[config.mk]
export PLATFORM = sky130hd
export DESIGN_NAME = debug_trigger_controller_flat
export DESIGN_NICKNAME = d
export VERILOG_FILES = /design/src/rtl/debug_trigger_controller_pkg.sv /design/src/rtl/debug_trigger_controller_if.sv /design/src/rtl/debug_trigger_controller_serializer.sv /design/src/rtl/debug_trigger_controller.sv /design/src/flat_wrapper.sv
export SDC_FILE = /design/constraint.sdc
export NUM_CORES = 1
export LEC_CHECK = 0
export BUFFER_PORTS_ARGS = -buffer_cell sky130_fd_sc_hd__buf_4
export CORE_AREA = 2 2 244 246
export CTS_CLUSTER_DIAMETER = 200
export DETAILED_ROUTE_END_ITERATION = 6
export DIE_AREA = 0 0 246 248
export GPL_TIMING_DRIVEN = 0
export PLACE_DENSITY_LB_ADDON = 0.15
export SLEW_MARGIN = 20
export SYNTH_ARGS = -nofsm -noshare
export SYNTH_HDL_FRONTEND = slang
export SYNTH_SLANG_ARGS = --single-unit
[constraint.sdc]
create_clock -name clk -period 8.98 [get_ports clk]
set_input_delay 2.245 -clock clk [delete_from_list [all_inputs] [get_ports clk]]
set_output_delay 2.245 -clock clk [all_outputs]
set_load 0.1 [all_outputs]
[src/rtl/debug_trigger_controller_pkg.sv]
// Shared types and defaults for the debug trigger/freeze sequencer.
package DebugTriggerTypes;

    localparam int PC_WIDTH_DEF   = 32;
    localparam int PASS_WIDTH_DEF = 8;
    localparam int POST_WIDTH_DEF = 8;
    localparam int SNAP_WORDS_DEF = 16;
    localparam int WORD_WIDTH_DEF = 32;

    // A one-word snapshot still needs a 1-bit index register.
    function automatic int idx_width(input int words);
        return (words > 1) ? $clog2(words) : 1;
    endfunction

    localparam int IDX_WIDTH_DEF = idx_width(SNAP_WORDS_DEF);

    typedef enum logic [2:0] {
        IDLE   = 3'd0,
        ARMED  = 3'd1,
        POST   = 3'd2,
        FROZEN = 3'd3,
        DUMP   = 3'd4
    } DebugTriggerState;

    typedef logic [PC_WIDTH_DEF-1:0]   pc_t;
    typedef logic [PASS_WIDTH_DEF-1:0] pass_t;
    typedef logic [POST_WIDTH_DEF-1:0] post_t;
    typedef logic [IDX_WIDTH_DEF-1:0]  idx_t;

endpackage

[src/rtl/debug_trigger_controller_if.sv]
// Snapshot output stream: valid/ready handshake carrying one word per beat.
import DebugTriggerTypes::*;

interface debug_trigger_controller_if #(
    parameter int WORD_WIDTH = WORD_WIDTH_DEF
);
    logic                  outValid;
    logic                  outReady;
    logic [WORD_WIDTH-1:0] outData;
    logic                  outLast;

    modport master (output outValid, output outData, output outLast, input outReady);
    modport slave  (input outValid, input outData, input outLast, output outReady);
endinterface

[src/rtl/debug_trigger_controller_serializer.sv]
// Streams the frozen snapshot out word by word; idx restarts at 0 on start.
import DebugTriggerTypes::*;

module debug_snapshot_serializer #(
    parameter int SNAP_WORDS = SNAP_WORDS_DEF,
    parameter int WORD_WIDTH = WORD_WIDTH_DEF
) (
    input  logic                             clk,
    input  logic                             rst,
    input  logic                             start,
    input  logic                             abort,
    input  logic [SNAP_WORDS*WORD_WIDTH-1:0] snap_in,
    input  logic                             out_ready,
    output logic                             out_valid,
    output logic [WORD_WIDTH-1:0]            out_data,
    output logic                             out_last,
    output logic                             done
);
    localparam int IDX_W = idx_width(SNAP_WORDS);
    localparam logic [IDX_W-1:0] LAST_IDX = IDX_W'(SNAP_WORDS - 1);

    logic             valid_q, valid_d;
    logic [IDX_W-1:0] idx_q, idx_d;

    assign out_valid = valid_q;
    assign out_last  = valid_q && (idx_q == LAST_IDX);
    assign out_data  = valid_q ? snap_in[int'(idx_q)*WORD_WIDTH +: WORD_WIDTH] : '0;
    assign done      = out_last && out_ready;

    // Next-state for the beat pointer; abort wins over start and handshakes.
    always_comb begin
        valid_d = valid_q;
        idx_d   = idx_q;
        if (abort) begin
            valid_d = 1'b0;
        end else if (start) begin
            valid_d = 1'b1;
            idx_d   = '0;
        end else if (valid_q && out_ready) begin
            if (out_last) valid_d = 1'b0;
            else          idx_d   = idx_q + 1'b1;
        end
    end

    // Beat pointer registers.
    always_ff @(posedge clk or negedge rst) begin
        if (!rst) begin
            valid_q <= 1'b0;
            idx_q   <= '0;
        end else begin
            valid_q <= valid_d;
            idx_q   <= idx_d;
        end
    end
endmodule

[src/rtl/debug_trigger_controller.sv]
// Trigger-and-freeze sequencer: PC match with pass count and post window,
// then freezes the debug register and dumps it through the serializer.
//
// state  | meaning
// IDLE   | capturing, config writable, waiting for arm
// ARMED  | capturing, counting PC matches down to the trigger
// POST   | triggered, capturing the post-trigger window
// FROZEN | capture stopped, serializer being started
// DUMP   | streaming the frozen snapshot out
import DebugTriggerTypes::*;

module debug_trigger_controller #(
    parameter int PC_WIDTH   = PC_WIDTH_DEF,
    parameter int PASS_WIDTH = PASS_WIDTH_DEF,
    parameter int POST_WIDTH = POST_WIDTH_DEF,
    parameter int SNAP_WORDS = SNAP_WORDS_DEF,
    parameter int WORD_WIDTH = WORD_WIDTH_DEF
) (
    input  logic                             clk,
    input  logic                             rst,
    input  logic                             cfgWrite,
    input  logic [PC_WIDTH-1:0]              cfgMatchPC,
    input  logic [PASS_WIDTH-1:0]            cfgPassCount,
    input  logic [POST_WIDTH-1:0]            cfgPostCount,
    input  logic                             arm,
    input  logic                             abort,
    input  logic                             commitValid,
    input  logic [PC_WIDTH-1:0]              committedPC,
    input  logic [SNAP_WORDS*WORD_WIDTH-1:0] snapIn,
    output logic                             captureEnable,
    output logic                             triggered,
    output logic                             busy,
    debug_trigger_controller_if.master       out_if
);
    localparam logic [2:0] ST_IDLE   = IDLE;
    localparam logic [2:0] ST_ARMED  = ARMED;
    localparam logic [2:0] ST_POST   = POST;
    localparam logic [2:0] ST_FROZEN = FROZEN;
    localparam logic [2:0] ST_DUMP   = DUMP;

    logic [2:0]            state_q, state_d;
    logic [PC_WIDTH-1:0]   match_pc_q, match_pc_d;
    logic [PASS_WIDTH-1:0] pass_cfg_q, pass_cfg_d;
    logic [POST_WIDTH-1:0] post_cfg_q, post_cfg_d;
    logic [PASS_WIDTH-1:0] pass_left_q, pass_left_d;
    logic [POST_WIDTH-1:0] post_left_q, post_left_d;
    logic                  triggered_q, triggered_d;

    logic pc_match;
    logic ser_done;

    assign pc_match      = commitValid && (committedPC == match_pc_q);
    assign captureEnable = (state_q != ST_FROZEN) && (state_q != ST_DUMP);
    assign busy          = (state_q != ST_IDLE);
    assign triggered     = triggered_q;

    // Sequencer next-state, config latch and trigger counters.
    always_comb begin
        state_d     = state_q;
        match_pc_d  = match_pc_q;
        pass_cfg_d  = pass_cfg_q;
        post_cfg_d  = post_cfg_q;
        pass_left_d = pass_left_q;
        post_left_d = post_left_q;
        triggered_d = triggered_q;
        case (state_q)
            ST_IDLE: begin
                if (cfgWrite) begin
                    match_pc_d = cfgMatchPC;
                    pass_cfg_d = cfgPassCount;
                    post_cfg_d = cfgPostCount;
                end
                if (arm) begin
                    state_d     = ST_ARMED;
                    pass_left_d = cfgWrite ? cfgPassCount : pass_cfg_q;
                    post_left_d = cfgWrite ? cfgPostCount : post_cfg_q;
                    triggered_d = 1'b0;
                end
            end
            ST_ARMED: begin
                if (pc_match) begin
                    if (pass_left_q != '0) begin
                        pass_left_d = pass_left_q - 1'b1;
                    end else begin
                        triggered_d = 1'b1;
                        state_d     = (post_left_q != '0) ? ST_POST : ST_FROZEN;
                    end
                end
            end
            ST_POST: begin
                if (post_left_q != '0) post_left_d = post_left_q - 1'b1;
                if (post_left_q <= POST_WIDTH'(1)) state_d = ST_FROZEN;
            end
            ST_FROZEN: state_d = ST_DUMP;
            ST_DUMP:   if (ser_done) state_d = ST_IDLE;
            default:   state_d = ST_IDLE;
        endcase
        if (abort) state_d = ST_IDLE;
    end

    // Sequencer, config and counter registers.
    always_ff @(posedge clk or negedge rst) begin
        if (!rst) begin
            state_q     <= ST_IDLE;
            match_pc_q  <= '0;
            pass_cfg_q  <= '0;
            post_cfg_q  <= '0;
            pass_left_q <= '0;
            post_left_q <= '0;
            triggered_q <= 1'b0;
        end else begin
            state_q     <= state_d;
            match_pc_q  <= match_pc_d;
            pass_cfg_q  <= pass_cfg_d;
            post_cfg_q  <= post_cfg_d;
            pass_left_q <= pass_left_d;
            post_left_q <= post_left_d;
            triggered_q <= triggered_d;
        end
    end

    debug_snapshot_serializer #(
        .SNAP_WORDS (SNAP_WORDS),
        .WORD_WIDTH (WORD_WIDTH)
    ) u_serializer (
        .clk       (clk),
        .rst       (rst),
        .start     (state_q == ST_FROZEN),
        .abort     (abort),
        .snap_in   (snapIn),
        .out_ready (out_if.outReady),
        .out_valid (out_if.outValid),
        .out_data  (out_if.outData),
        .out_last  (out_if.outLast),
        .done      (ser_done)
    );
endmodule

[src/flat_wrapper.sv]
// flat-port wrapper written by rule: the top's interface ports become plain ports
module debug_trigger_controller_flat 
#(
    parameter int PC_WIDTH   = PC_WIDTH_DEF,
    parameter int PASS_WIDTH = PASS_WIDTH_DEF,
    parameter int POST_WIDTH = POST_WIDTH_DEF,
    parameter int SNAP_WORDS = SNAP_WORDS_DEF,
    parameter int WORD_WIDTH = WORD_WIDTH_DEF
)
  (clk, rst, cfgWrite, cfgMatchPC, cfgPassCount, cfgPostCount, arm, abort, commitValid, committedPC, snapIn, captureEnable, triggered, busy, out_if_outValid, out_if_outData, out_if_outLast, out_if_outReady);
  debug_trigger_controller_if #(.WORD_WIDTH(WORD_WIDTH)) out_if_i ();
  input  logic clk;
  input  logic rst;
  input  logic cfgWrite;
  input  logic [PC_WIDTH-1:0] cfgMatchPC;
  input  logic [PASS_WIDTH-1:0] cfgPassCount;
  input  logic [POST_WIDTH-1:0] cfgPostCount;
  input  logic arm;
  input  logic abort;
  input  logic commitValid;
  input  logic [PC_WIDTH-1:0] committedPC;
  input  logic [SNAP_WORDS*WORD_WIDTH-1:0] snapIn;
  output logic captureEnable;
  output logic triggered;
  output logic busy;
  output wire logic [$bits(out_if_i.outValid)-1:0] out_if_outValid;
  output wire logic [$bits(out_if_i.outData)-1:0] out_if_outData;
  output wire logic [$bits(out_if_i.outLast)-1:0] out_if_outLast;
  input wire logic [$bits(out_if_i.outReady)-1:0] out_if_outReady;
  assign out_if_outValid = out_if_i.outValid;
  assign out_if_outData = out_if_i.outData;
  assign out_if_outLast = out_if_i.outLast;
  assign out_if_i.outReady = out_if_outReady;
  debug_trigger_controller #(.PC_WIDTH(PC_WIDTH), .PASS_WIDTH(PASS_WIDTH), .POST_WIDTH(POST_WIDTH), .SNAP_WORDS(SNAP_WORDS), .WORD_WIDTH(WORD_WIDTH)) u_core (.clk(clk), .rst(rst), .cfgWrite(cfgWrite), .cfgMatchPC(cfgMatchPC), .cfgPassCount(cfgPassCount), .cfgPostCount(cfgPostCount), .arm(arm), .abort(abort), .commitValid(commitValid), .committedPC(committedPC), .snapIn(snapIn), .captureEnable(captureEnable), .triggered(triggered), .busy(busy), .out_if(out_if_i));
endmodule
# --- Word-level counts from Yosys, hierarchy flattened ---
# Cells that the tools add are included.
op_classes:
  n_eq_ne: 19
  n_lt_le_gt_ge: 1
  shift: 1
  n_mux: 29
  n_reduce_logical: 21
  bitwise_logic: 1
  n_addsub: 3
ops:
  columns: ["op", "count"]
  rows:
  - ["$shiftx 512x10->32", 1]
  - ["$mux 8", 7]
  - ["$eq 32x32->1", 1]
  - ["$mux 32", 1]
  - ["$pmux 8 s2", 2]
  - ["$mux 3", 6]
  - ["$reduce_bool 8->1", 2]
  - ["$sub 8x1->8 const B", 2]
  - ["$pmux 3 s5", 1]
  - ["$mux 4", 3]
  - ["$ne 3x2->1 const B", 4]
  - ["$ne 3x3->1 const B", 3]
  - ["$reduce_bool 3->1", 3]
  - ["$le 8x1->1 const B", 1]
  - ["$mux 1", 8]
  - ["$reduce_and 4->1", 2]
  - ["$eq 3x2->1 const B", 2]
  - ["$ne 2x1->1 const B", 3]
  - ["$ne 2x2->1 const B", 3]
  - ["$reduce_and 3->1", 2]
  - ["$reduce_bool 2->1", 3]
  - ["$logic_and 1x1->1", 5]
  - ["$reduce_and 5->1", 1]
  - ["$add 4x1->4 const B", 1]
  - ["other kinds (7)", 8]
word_totals:
  register_bits: 73
  wordCells: 84

# --- Depth between registers and ports, before layout ---
# Gate-level depths: netlist of run 1.
logic_depth:
  word_depth: 6
  mapped_depth: 8
  ltp_nobuf: 7

# --- Modules after synthesis ---
# Synthesis of run 1 repeated with hierarchy kept, for this count alone.
unflattened:
  cells_unflattened: 715
  hier_area_um2: 8231.6
modules_own_cells:
  columns: ["module", "seq_area_each_um2", "area_per_inst_um2", "cells_per_inst", "instances"]
  rows:
  - ["debug_snapshot_serializer", 125.1, 4533.1, 370, 1]
  - ["debug_trigger_controller", 1701.6, 3698.5, 345, 1]

# --- Least setup slack after synthesis of run 1 ---
# OpenSTA, ideal clock, no wires.
synth_timing:
  path_kind: "input to output"
  from: "in snapIn[480]"
  to: "out out_if_outData[0]"
  path_slack_ns: 3.103
  path_buffers: 0
  arrival_ns: 3.632
  required_ns: 6.735
  stages: 3
  cell_sequence: "mux4_2 mux4_2 and2_1"
synth_via:
  elab_chain_len: 2
synth_rtl:
  columns: ["element", "line_no", "source"]
  rows:
  - ["start: declaration", "flat_wrapper.sv:22", "input logic [SNAP_WORDS*WORD_WIDTH-1:0] snapIn;"]
  - ["$shiftx 512x10->32", "debug_trigger_controller_serializer.sv:27", "assign out_data = valid_q ? snap_in[int'(idx_q)*WORD_WIDTH +: WORD_WIDTH] : '0;"]
  - ["$mux 32", "debug_trigger_controller_serializer.sv:27", null]
  - ["end: declaration", "flat_wrapper.sv:27", "output wire logic [$bits(out_if_i.outData)-1:0] out_if_outData;"]
# Every way passes these cells.

# --- Worst setup path in the final report of run 1 ---
layout_timing:
  from: "in snapIn[491]"
  to: "out out_if_outData[11]"
# Same word-level chain as after synthesis.

==> summary.md, run 1 <==
| Metric | Value |
|---|---|
| Slew HR | 26.1% |
| # nets final | 1835 |
| Final Skew | 0.0141 ns |
| Post-synthesis mux area share | 54.6% |
| Pre-antenna DRT Iters | 4 |
| Final critical-path setup slack | 2.82 ns |
| Power Dens Cells | 99.5 nW/µm² |
| Total CTS buffers | 9 |
| RSZ-0062 raised after global routing | false |
| Ys Warns | 0 |
| Post-Syn Nets | 1190 |
| Core Region | 58500 µm² |
| Largest family of logic cells by synthesized area | multiplexers |
| Dpl ws | 2.85 ns |
| Vias in the first global route | 9046 |
| Synth area leaders | mux4_2 46%, dfrtp_1 23%, mux2_2 6.9% |
| Routed Wire Length | 64.1 mm |
| Initial Utilization | 13.3% |
| Placement Rows | 89 |
| Synth Area in Simple Gates | 8.80% |
| Fraction of registers with async set/reset | 100% |
| Vias post-DR | 8700 |
| Die area | 61000 µm² |
| DIE WIDTH | 246 µm |
| Post-CTS Resized | 0 |
| First DRT Iteration DRCs | 469 |
| Root Driver | clkbuf_16 |
| Final ANT Viol Nets | 0 |
| Minimum clock period | 6.16 ns |
| Area leader, netlist | mux4_2 |
| Complex-gate fraction of the synthesized area | 5.48% |
| Post-CTS setup buffers | 0 |
| DP Wirelength | 57.6 mm |
| Grt ovf | 0 |
| Worst EP arrival | 3.91 ns |
| Input/output buffers | 634 |
| Final Hold Viols | 0 |
| Synth Instances | 585 |
| Die height | 248 µm |
| TritonCTS clock tree | built |
| Top Metal Used | met5 |
| Yosys cell types | 52 |
| Most frequent cell after synthesis | mux4_2 |
| Status | finished clean |
| Fin. max-slew vios | 0 |
| Met1 WL | 26.5 mm |
| Xor/xnor share of the synthesized area | 3.14% |
| FMAX | 0.162 GHz |
| Fin crit share | 68.6% |
| Pleak | 5.90 nW |
| Hold_buf cts | 0 |
| Routability cong. | 0.965 |
| Wire per inst | 31.9 µm |
| CP required | 6.74 ns |
| Fillers | 6401 |
| Fraction of layout cells with a size suffix above 1 | 71.7% |
| H-tree Lvls | 3 |
| Ys flop type | dfrtp_1 |
| Hold Crit Class | register to register |
| GR Util All Layers | 20.4% |
| Synth Area in Adders | 0.962% |
| Setup_tns | 0 ns |
| Max-Cap Viols | 0 |
| Tightest Pin Transition | 1.11 ns |
| R2R Setup Slk | 6.15 ns |
| Critical path endpoint category | output pin |
| Initial antenna violation count | 23 |
| Synth top cells by count | 160 x mux4_2, 73 x dfrtp_1, 48 x mux2_2, 34 x and2_1, 30 x nor2_1 |
| Critical path type | input port to output pin |
| Clk sinks | 73 |
| CP max FO | 1 |
| Number of synthesized flops with an enable pin | 0 |
| #FFs+latches synth | 73 |
| Synth top area share | 46.2% |
| I/O Pins | 636 |
| Syn Area/Cell | 13.3 µm² |
| Global-route wire length before repair | 82.9 mm |
| Multi-input gate area | 5700 µm² |
| Post-Syn Area | 7800 µm² |
| VDD IR max | 76.4 µV |
| Clock Latency Late Sink | 0.35 ns |
| Post-synthesis sequential area ratio | 23.4% |
| Area growth syn-to-layout | 77.2% |
| Reg clk slew, reported paths | 0.06 ns |
| Startpoint Class | input port |
| DR WL met3 | 4.54 mm |
| WL met2 | 32.8 mm |
| Final setup vio count | 0 |
| CTS Buffer Depth | 2 |
| Vias per cell | 4.32 |
| Sequential Area | 1830 µm² |
| Pin count of the biggest net entering global routing | 74 |
| DR DRC count | 0 |
[path summary, 6_finish.rpt]
kind	to	cells past startpoint	start
setup reg to reg	u_core.post_left_q[0]	8	u_core.state_q[2]
min in group asynchronous	u_core.match_pc_q[2]	1	rst
hold / removal	u_core.post_cfg_q[2]	1	u_core.post_cfg_q[2]
hold reg to reg	u_core.post_cfg_q[2]	1	u_core.post_cfg_q[2]
setup / recovery	out_if_outData[11]	5	snapIn[491]
max in group asynchronous	u_core.u_serializer.idx_q[0]	1	rst
[power by group]
part	switching [mW]	internal, mW
Clock	0.161	0.191
Combinational	0.238	0.365
Sequential	0.0392	0.382
Total	0.438	0.937
[cell usage in the layout (no fill, tap or decap), types with 6 or more instances in the layout]
cell and instances:
nand2_1 20, dfrtp_1 73, buf_4 633, mux2_2 48
clkbuf_1 28, xnor2_1 15, mux4_2 160, o21ai_0 25
inv_1 13, mux2i_1 12, ha_1 6, nor2_1 30
clkbuf_16 9, and2_1 34, a21oi_1 11, xor2_1 13
nor3_1 6, buf_2 21
[cell families after synthesis]
family | count (synthesis)
mux | 220
xor+xnor | 28
fa+ha+maj | 6
buf+inv | 67
simple gates | 125
flops | 73
compound gates | 66
[area by class of cell]
cell class | instances | area share (%)
Timing Repair Buffer | 634 | 34.5
Inverter | 13 | 0.353
Buffer | 54 | 1.67
Antenna cell | 4 | 0.0724
Tap cell | 773 | 7.00
Clock inverter | 6 | 0.362
Clock buffer | 10 | 1.66
Multi-Input combinational cell | 445 | 41.2
Sequential cell | 73 | 13.2
[sequential cells by signal, summed over array words and instances, names as in the netlist]
name / count
u_core.post_cfg_q: 8
u_core.u_serializer.idx_q: 4
u_core.pass_left_q: 8
u_core.match_pc_q: 32
u_core.post_left_q: 8
u_core.pass_cfg_q: 8
u_core.state_q: 3
u_core.u_serializer.out_valid: 1
u_core.triggered: 1
[metal layers]
| metal | vias to the layer above | GRT usage, % |
|---|---|---|
| met1 | 4604 | 26.1 |
| met5 | - | 0 |
| met3 | 23 | 4.28 |
| li1 | 3699 | - |
| met4 | 8 | 1.68 |
| met2 | 366 | 36.4 |
[per-stage QoR]
stage | util, % | hold WS [ns] | instances | area (µm²) | power, mW
after floorplan | - | 0.457 | 585 | 7800 | 0.700
after global placement | 23.1 | 0.473 | 1992 | 13500 | 1.03
after detailed placement | 23.1 | 0.488 | 1992 | 13500 | 1.03
after CTS | 23.6 | 0.503 | 2008 | 13800 | 1.40
after global routing | 23.6 | 0.530 | 2010 | 13800 | 1.46
final | 23.6 | 0.502 | 2012 | 13800 | 1.38
[critical path, stage by stage]
cell	delay, ns
buf_4	0.11
mux4_2	0.63
mux4_2	0.51
and2_1	0.17
buf_4	0.23
Power figures use the tool's default switching activity.
==> run 2: changes to the inputs <==
- CORE_AREA: 2 2 244 246 -> 2 2 251 253
- DIE_AREA: 0 0 246 248 -> 0 0 253 255
- clock period: 8.98 -> 5.3 ns (I/O delays scaled with it)
==> summary.md, run 2 (synthesized netlist as in run 1, its figures left out) <==
| Metric | Value |
|---|---|
| Die area | 64500 µm² (was 61000 µm²) |
| Pleak | 5.94 nW (was 5.90 nW) |
| Cell area after layout | 13900 µm² (was 13800 µm²) |
| Routed Wire Length | 59.1 mm (was 64.1 mm) |
| Global-route wire length before repair | 77.5 mm (was 82.9 mm) |
| Clock power share | 29.7% (was 25.6%) |
| Commonest non-fill, non-tap cell in the layout | buf_4 (unchanged) |
| Dpl cells | 2018 (was 1992) |
| DIE WIDTH | 253 µm (was 246 µm) |
| Reg clk slew, reported paths | 0.06 ns (about the same) |
| GR Util All Layers | 17.6% (was 20.4%) |
| Logic gate share of total power | 41.0% (was 43.8%) |
| Fillers | 6793 (was 6401) |
| CP startpoint | u_core.u_serializer.idx_q[1] (was snapIn[491]) |
| Power Total | 2.44 mW (was 1.38 mW) |
| Tightest Pin Transition | 1.07 ns (was 1.11 ns) |
| Sw Share | 29.2% (was 31.8%) |
| Hold Crit Class | register to register (unchanged) |
| Seq pwr share | 29.2% (was 30.6%) |
| Die height | 255 µm (was 248 µm) |
| Final setup vio count | 0 (unchanged) |
| Power Dens Cells | 175 nW/µm² (was 99.5 nW/µm²) |
| Commonest cells after routing, fill and taps aside | 633 x buf_4, 160 x mux4_2, 73 x dfrtp_1 (unchanged) |
| Post-CTS Resized | 0 (unchanged) |
| Hold slack final | 0.491 ns (was 0.502 ns) |
| Final Skew | 0.0170 ns (was 0.0141 ns) |
| Vias per cell | 4.24 (was 4.32) |
| Util after Layout | 22.4% (was 23.6%) |
| Max FFs per register | 32 (unchanged) |
| DP Wirelength | 52.8 mm (was 57.6 mm) |
| Minimum clock period | 4.80 ns |
| Pin count of the biggest net entering global routing | 74 (unchanged) |
| Clock Latency Late Sink | 0.35 ns (about the same) |
| Status | finished clean (unchanged) |
| Startpoint Class | register (was input port) |
| Fin. max-slew vios | 0 (unchanged) |
| Final non-filler cell total | 2035 (was 2012) |
| Final Hold Viols | 0 (unchanged) |
| Placement Rows | 92 (was 89) |
| FMAX | 0.208 GHz |
| First DRT Iteration DRCs | 516 (was 469) |
| Vias post-DR | 8626 (was 8700) |
| DR DRC count | 0 (unchanged) |
| Area growth syn-to-layout | 78.4% (was 77.2%) |
| Initial antenna violation count | 17 (was 23) |
| Setup_tns | 0 ns (unchanged) |
| Worst R2R Start | u_core.state_q[1] (was u_core.state_q[2]) |
| Grt ovf | 0 (unchanged) |
| Placed cell areas | 13600 µm² (was 13500 µm²) |
| Root Driver | clkbuf_16 (unchanged) |
| Final ANT Viol Nets | 0 (unchanged) |
| I/O Pins | 636 (unchanged) |
| H-tree Lvls | 3 (unchanged) |
| Core Region | 62200 µm² (was 58500 µm²) |
| Initial Utilization | 12.6% (was 13.3%) |
| Max-Cap Viols | 0 (unchanged) |
| Post-CTS setup buffers | 0 (unchanged) |
| RSZ-0062 raised after global routing | false (unchanged) |
| Hold Path Origin | u_core.triggered (was u_core.post_cfg_q[2]) |
| Vias in the first global route | 9062 (was 9046) |
| Hold_buf cts | 0 (unchanged) |
| Wire per inst | 29.0 µm (was 31.9 µm) |
| Final critical-path setup slack | 0.501 ns (was 2.82 ns) |
| VDD IR max | 199 µV (was 76.4 µV) |
| Net Sw Power | 0.710 mW (was 0.438 mW) |
| Reg with most FFs | u_core.match_pc_q (unchanged) |
| CTS Buffer Depth | 2 (unchanged) |
| Power Internal | 1.73 mW (was 0.937 mW) |
| CP required | 3.97 ns (was 6.74 ns) |
| Clk sinks | 73 (unchanged) |
| Slew HR | 28.8% (was 26.1%) |
| Pre-antenna DRT Iters | 5 (was 4) |
| Critical path type | register to output pin (was input port to output pin) |
| Fin crit share | 90.5% |
| Worst EP arrival | 3.47 ns (was 3.91 ns) |
| Fraction of layout cells with a size suffix above 1 | 71.7% (about the same) |
| Critical path endpoint category | output pin (unchanged) |
| Routability cong. | 1.03 (was 0.965) |
| CP max FO | 10 (was 1) |
| Total CTS buffers | 9 (unchanged) |
| # nets final | 1835 (unchanged) |
| TritonCTS clock tree | built (unchanged) |
| Input/output buffers | 634 (unchanged) |
| Dpl ws | 0.726 ns (was 2.85 ns) |
## run 2: layout make-up
class	count	area, µm²	share of cell area, %
repair buffers	634	4760	34.2
clock buffers	9	225	1.62
flip-flops and latches	73	1830	13.1
diodes	2	5.00	0.0360
multi-input cells	445	5700	41.0
plain buffers	54	229	1.65
clock inverters	6	116	0.836
well taps	799	1000	7.18
inverters	13	48.8	0.351
## run 2: worst paths after layout
| kind | slack [ns] | to | depth (start not counted) |
|---|---|---|---|
| min reg2reg | 0.49 | u_core.triggered | 1 |
| max | 0.50 | out_if_outData[12] | 6 |
| max in group asynchronous | 3.75 | u_core.state_q[2] | 1 |
| min in group asynchronous | 1.03 | u_core.match_pc_q[8] | 1 |
| min | 0.49 | u_core.triggered | 1 |
| max reg2reg | 2.46 | u_core.match_pc_q[5] | 6 |
## run 2: power groups by stage
stage / Sequential (mW) / Combinational, mW / Clock, mW
5_1_grt: 0.726 / 1.08 / 0.781
4_1_cts: 0.712 / 1.01 / 0.755
6_report: 0.712 / 0.999 / 0.724
2_1_floorplan: 0.705 / 0.482 / 0
3_3_place_gp: 0.720 / 1.00 / 0
3_5_place_dp: 0.722 / 1.01 / 0
## run 2: critical path: stages, from the launching register on
cell and delay [ns]:
dfrtp_1 0.44, clkbuf_1 0.42, clkbuf_1 0.84, mux4_2 0.54, mux4_2 0.49, and2_1 0.16, buf_4 0.23
## run 2: per-layer routing
metal  GRT usage, %  routed length (µm)  up-vias  share of wire, %
met5              0                  60        -              0.10
met4           1.98                 678       10               1.1
met3           5.36                4860       50               8.2
met2           31.9               30100      378                51
met1           20.9               23300     4486                40
li1               -                   -     3702                 -
==> run 3: changes to the inputs <==
- PLACE_DENSITY_LB_ADDON: 0.15 -> default
- TNS_END_PERCENT: default -> 1
==> summary.md, run 3 (synthesized netlist as in run 1, its figures left out) <==
| Metric | Value |
|---|---|
| Status | finished clean (unchanged) |
| Commonest non-fill, non-tap cell in the layout | buf_4 (unchanged) |
| Final critical-path setup slack | 0.438 ns (was 0.501 ns) |
| Fin. max-slew vios | 0 (unchanged) |
| Global-route wire length before repair | 80.2 mm (was 77.5 mm) |
| Final setup vio count | 0 (unchanged) |
| # nets final | 1835 (unchanged) |
| Grt ovf | 0 (unchanged) |
| Reg2reg path depth | 6 (unchanged) |
| Die height | 255 µm (unchanged) |
| First DRT Iteration DRCs | 561 (was 516) |
| DP Wirelength | 56.1 mm (was 52.8 mm) |
| Vias post-DR | 8909 (was 8626) |
| Final non-filler cell total | 2041 (was 2035) |
| FMAX | 0.206 GHz (was 0.208 GHz) |
| Vias per cell | 4.37 (was 4.24) |
| TritonCTS clock tree | built (unchanged) |
| Core Region | 62200 µm² (unchanged) |
| Initial Utilization | 12.6% (unchanged) |
| Critical path type | register to output pin (unchanged) |
| Minimum clock period | 4.86 ns (was 4.80 ns) |
| GR Util All Layers | 18.5% (was 17.6%) |
| Startpoint Class | register (unchanged) |
| Slew HR | 23.0% (was 28.8%) |
| Wire per inst | 30.5 µm (was 29.0 µm) |
| Hold_buf cts | 0 (unchanged) |
| Critical path endpoint category | output pin (unchanged) |
| H-tree Lvls | 3 (unchanged) |
| Clk sinks | 73 (unchanged) |
| Routed Wire Length | 62.2 mm (was 59.1 mm) |
| Dpl ws | 0.325 ns (was 0.726 ns) |
| Met1 usage | 23.1% (was 20.9%) |
| RSZ-0062 raised after global routing | false (unchanged) |
| Final Hold Viols | 0 (unchanged) |
| CP max FO | 10 (unchanged) |
| DIE WIDTH | 253 µm (unchanged) |
| Final Skew | 0.00875 ns (was 0.0170 ns) |
| Util after Layout | 22.4% (about the same) |
| Area growth syn-to-layout | 78.3% (was 78.4%) |
| Cell area after layout | 13900 µm² (about the same) |
| Fraction of layout cells with a size suffix above 1 | 71.8% (was 71.7%) |
| CP required | 3.97 ns (about the same) |
| Dpl cells | 2018 (unchanged) |
| Reg with most FFs | u_core.match_pc_q (unchanged) |
| Pleak | 5.93 nW (was 5.94 nW) |
| CTS Buffer Depth | 2 (unchanged) |
| Fin crit share | 91.7% (was 90.5%) |
| Clock Latency Late Sink | 0.34 ns (was 0.35 ns) |
| Max-Cap Viols | 0 (unchanged) |
| GR peak layer | met2 (unchanged) |
| I/O Pins | 636 (unchanged) |
| Multi-input gate area | 5700 µm² (about the same) |
| Tightest Pin Transition | 1.16 ns (was 1.07 ns) |
| Routability cong. | 1.01 (was 1.03) |
| Input/output buffers | 634 (unchanged) |
| Vias in the first global route | 9264 (was 9062) |
| Placement Rows | 92 (unchanged) |
| Reg clk slew, reported paths | 0.06 ns (about the same) |
| Pin count of the biggest net entering global routing | 74 (unchanged) |
| Hold path depth | 1 (unchanged) |
| Pre-antenna DRT Iters | 5 (unchanged) |
| Met2 GRT Util | 32.8% (was 31.9%) |
| Fillers | 6765 (was 6793) |
| Initial antenna violation count | 37 (was 17) |
| DR DRC count | 0 (unchanged) |
| VDD IR max | 120 µV (was 199 µV) |
| Power Dens Cells | 173 nW/µm² (was 175 nW/µm²) |
| Total CTS buffers | 9 (unchanged) |
| Setup_tns | 0 ns (unchanged) |
| Hold Crit Class | register to register (unchanged) |
| Die area | 64500 µm² (unchanged) |
| Max FFs per register | 32 (unchanged) |
| Sequential Area | 1830 µm² (unchanged) |
| Final ANT Viol Nets | 0 (unchanged) |
| Placed cell areas | 13600 µm² (unchanged) |
| Hold slack final | 0.492 ns (was 0.491 ns) |
| Commonest cells after routing, fill and taps aside | 633 x buf_4, 160 x mux4_2, 73 x dfrtp_1 (unchanged) |
| Power Total | 2.41 mW (was 2.44 mW) |
| Root Driver | clkbuf_16 (unchanged) |
| Worst EP arrival | 3.54 ns (was 3.47 ns) |
| GRT met3 Usage | 3.77% (was 5.36%) |
## run 3: worst max-delay path, cell delays in order (launching register included)
cell and delay (ns):
dfrtp_1 0.48, clkbuf_2 0.42, clkdlybuf4s15_1 0.78, mux4_2 0.48
mux4_2 0.57, and2_1 0.21, buf_4 0.23
## run 3: report_power, final
part / internal, mW / switching [mW] / leakage, nW / total (mW)
Combinational: 0.619 / 0.404 / 4.90 / 1.02
Clock: 0.412 / 0.260 / 0.155 / 0.672
Sequential: 0.647 / 0.0674 / 0.877 / 0.715
## run 3: final timing paths
check	start	end	slack, ns
worst max-delay path	u_core.u_serializer.idx_q[1]	out_if_outData[20]	0.44
worst min-delay path	u_core.pass_left_q[6]	u_core.pass_left_q[6]	0.49
worst max register to register	u_core.state_q[2]	u_core.match_pc_q[12]	2.64
worst min register to register	u_core.pass_left_q[6]	u_core.pass_left_q[6]	0.49
max in group asynchronous	rst	u_core.post_cfg_q[4]	3.80
min in group asynchronous	rst	u_core.match_pc_q[20]	1.02
## run 3: what timing repair did
| action | 4_1_cts | 5_1_grt |
|---|---|---|
| endpoints found under the setup margin | 6 | 0 |
| buffers inserted | 0 | 0 |
| gates resized for setup | 2 | 0 |
## run 3: layout make-up
class / instances / area share, %
flip-flops and latches: 73 / 13.1
well taps: 799 / 7.19
diodes: 7 / 0.126
multi-input cells: 445 / 41.0
clock buffers: 9 / 1.62
repair buffers: 634 / 34.2
plain buffers: 54 / 1.71
clock inverters: 7 / 0.683
inverters: 13 / 0.351
## run 3: layer usage
layer | vias up | wire length [µm] | part of all wire, %
li1 | 3709 | - | -
met1 | 4601 | 25200 | 41
met2 | 499 | 31800 | 51
met3 | 82 | 4140 | 6.7
met4 | 18 | 868 | 1.4
met5 | - | 117 | 0.19
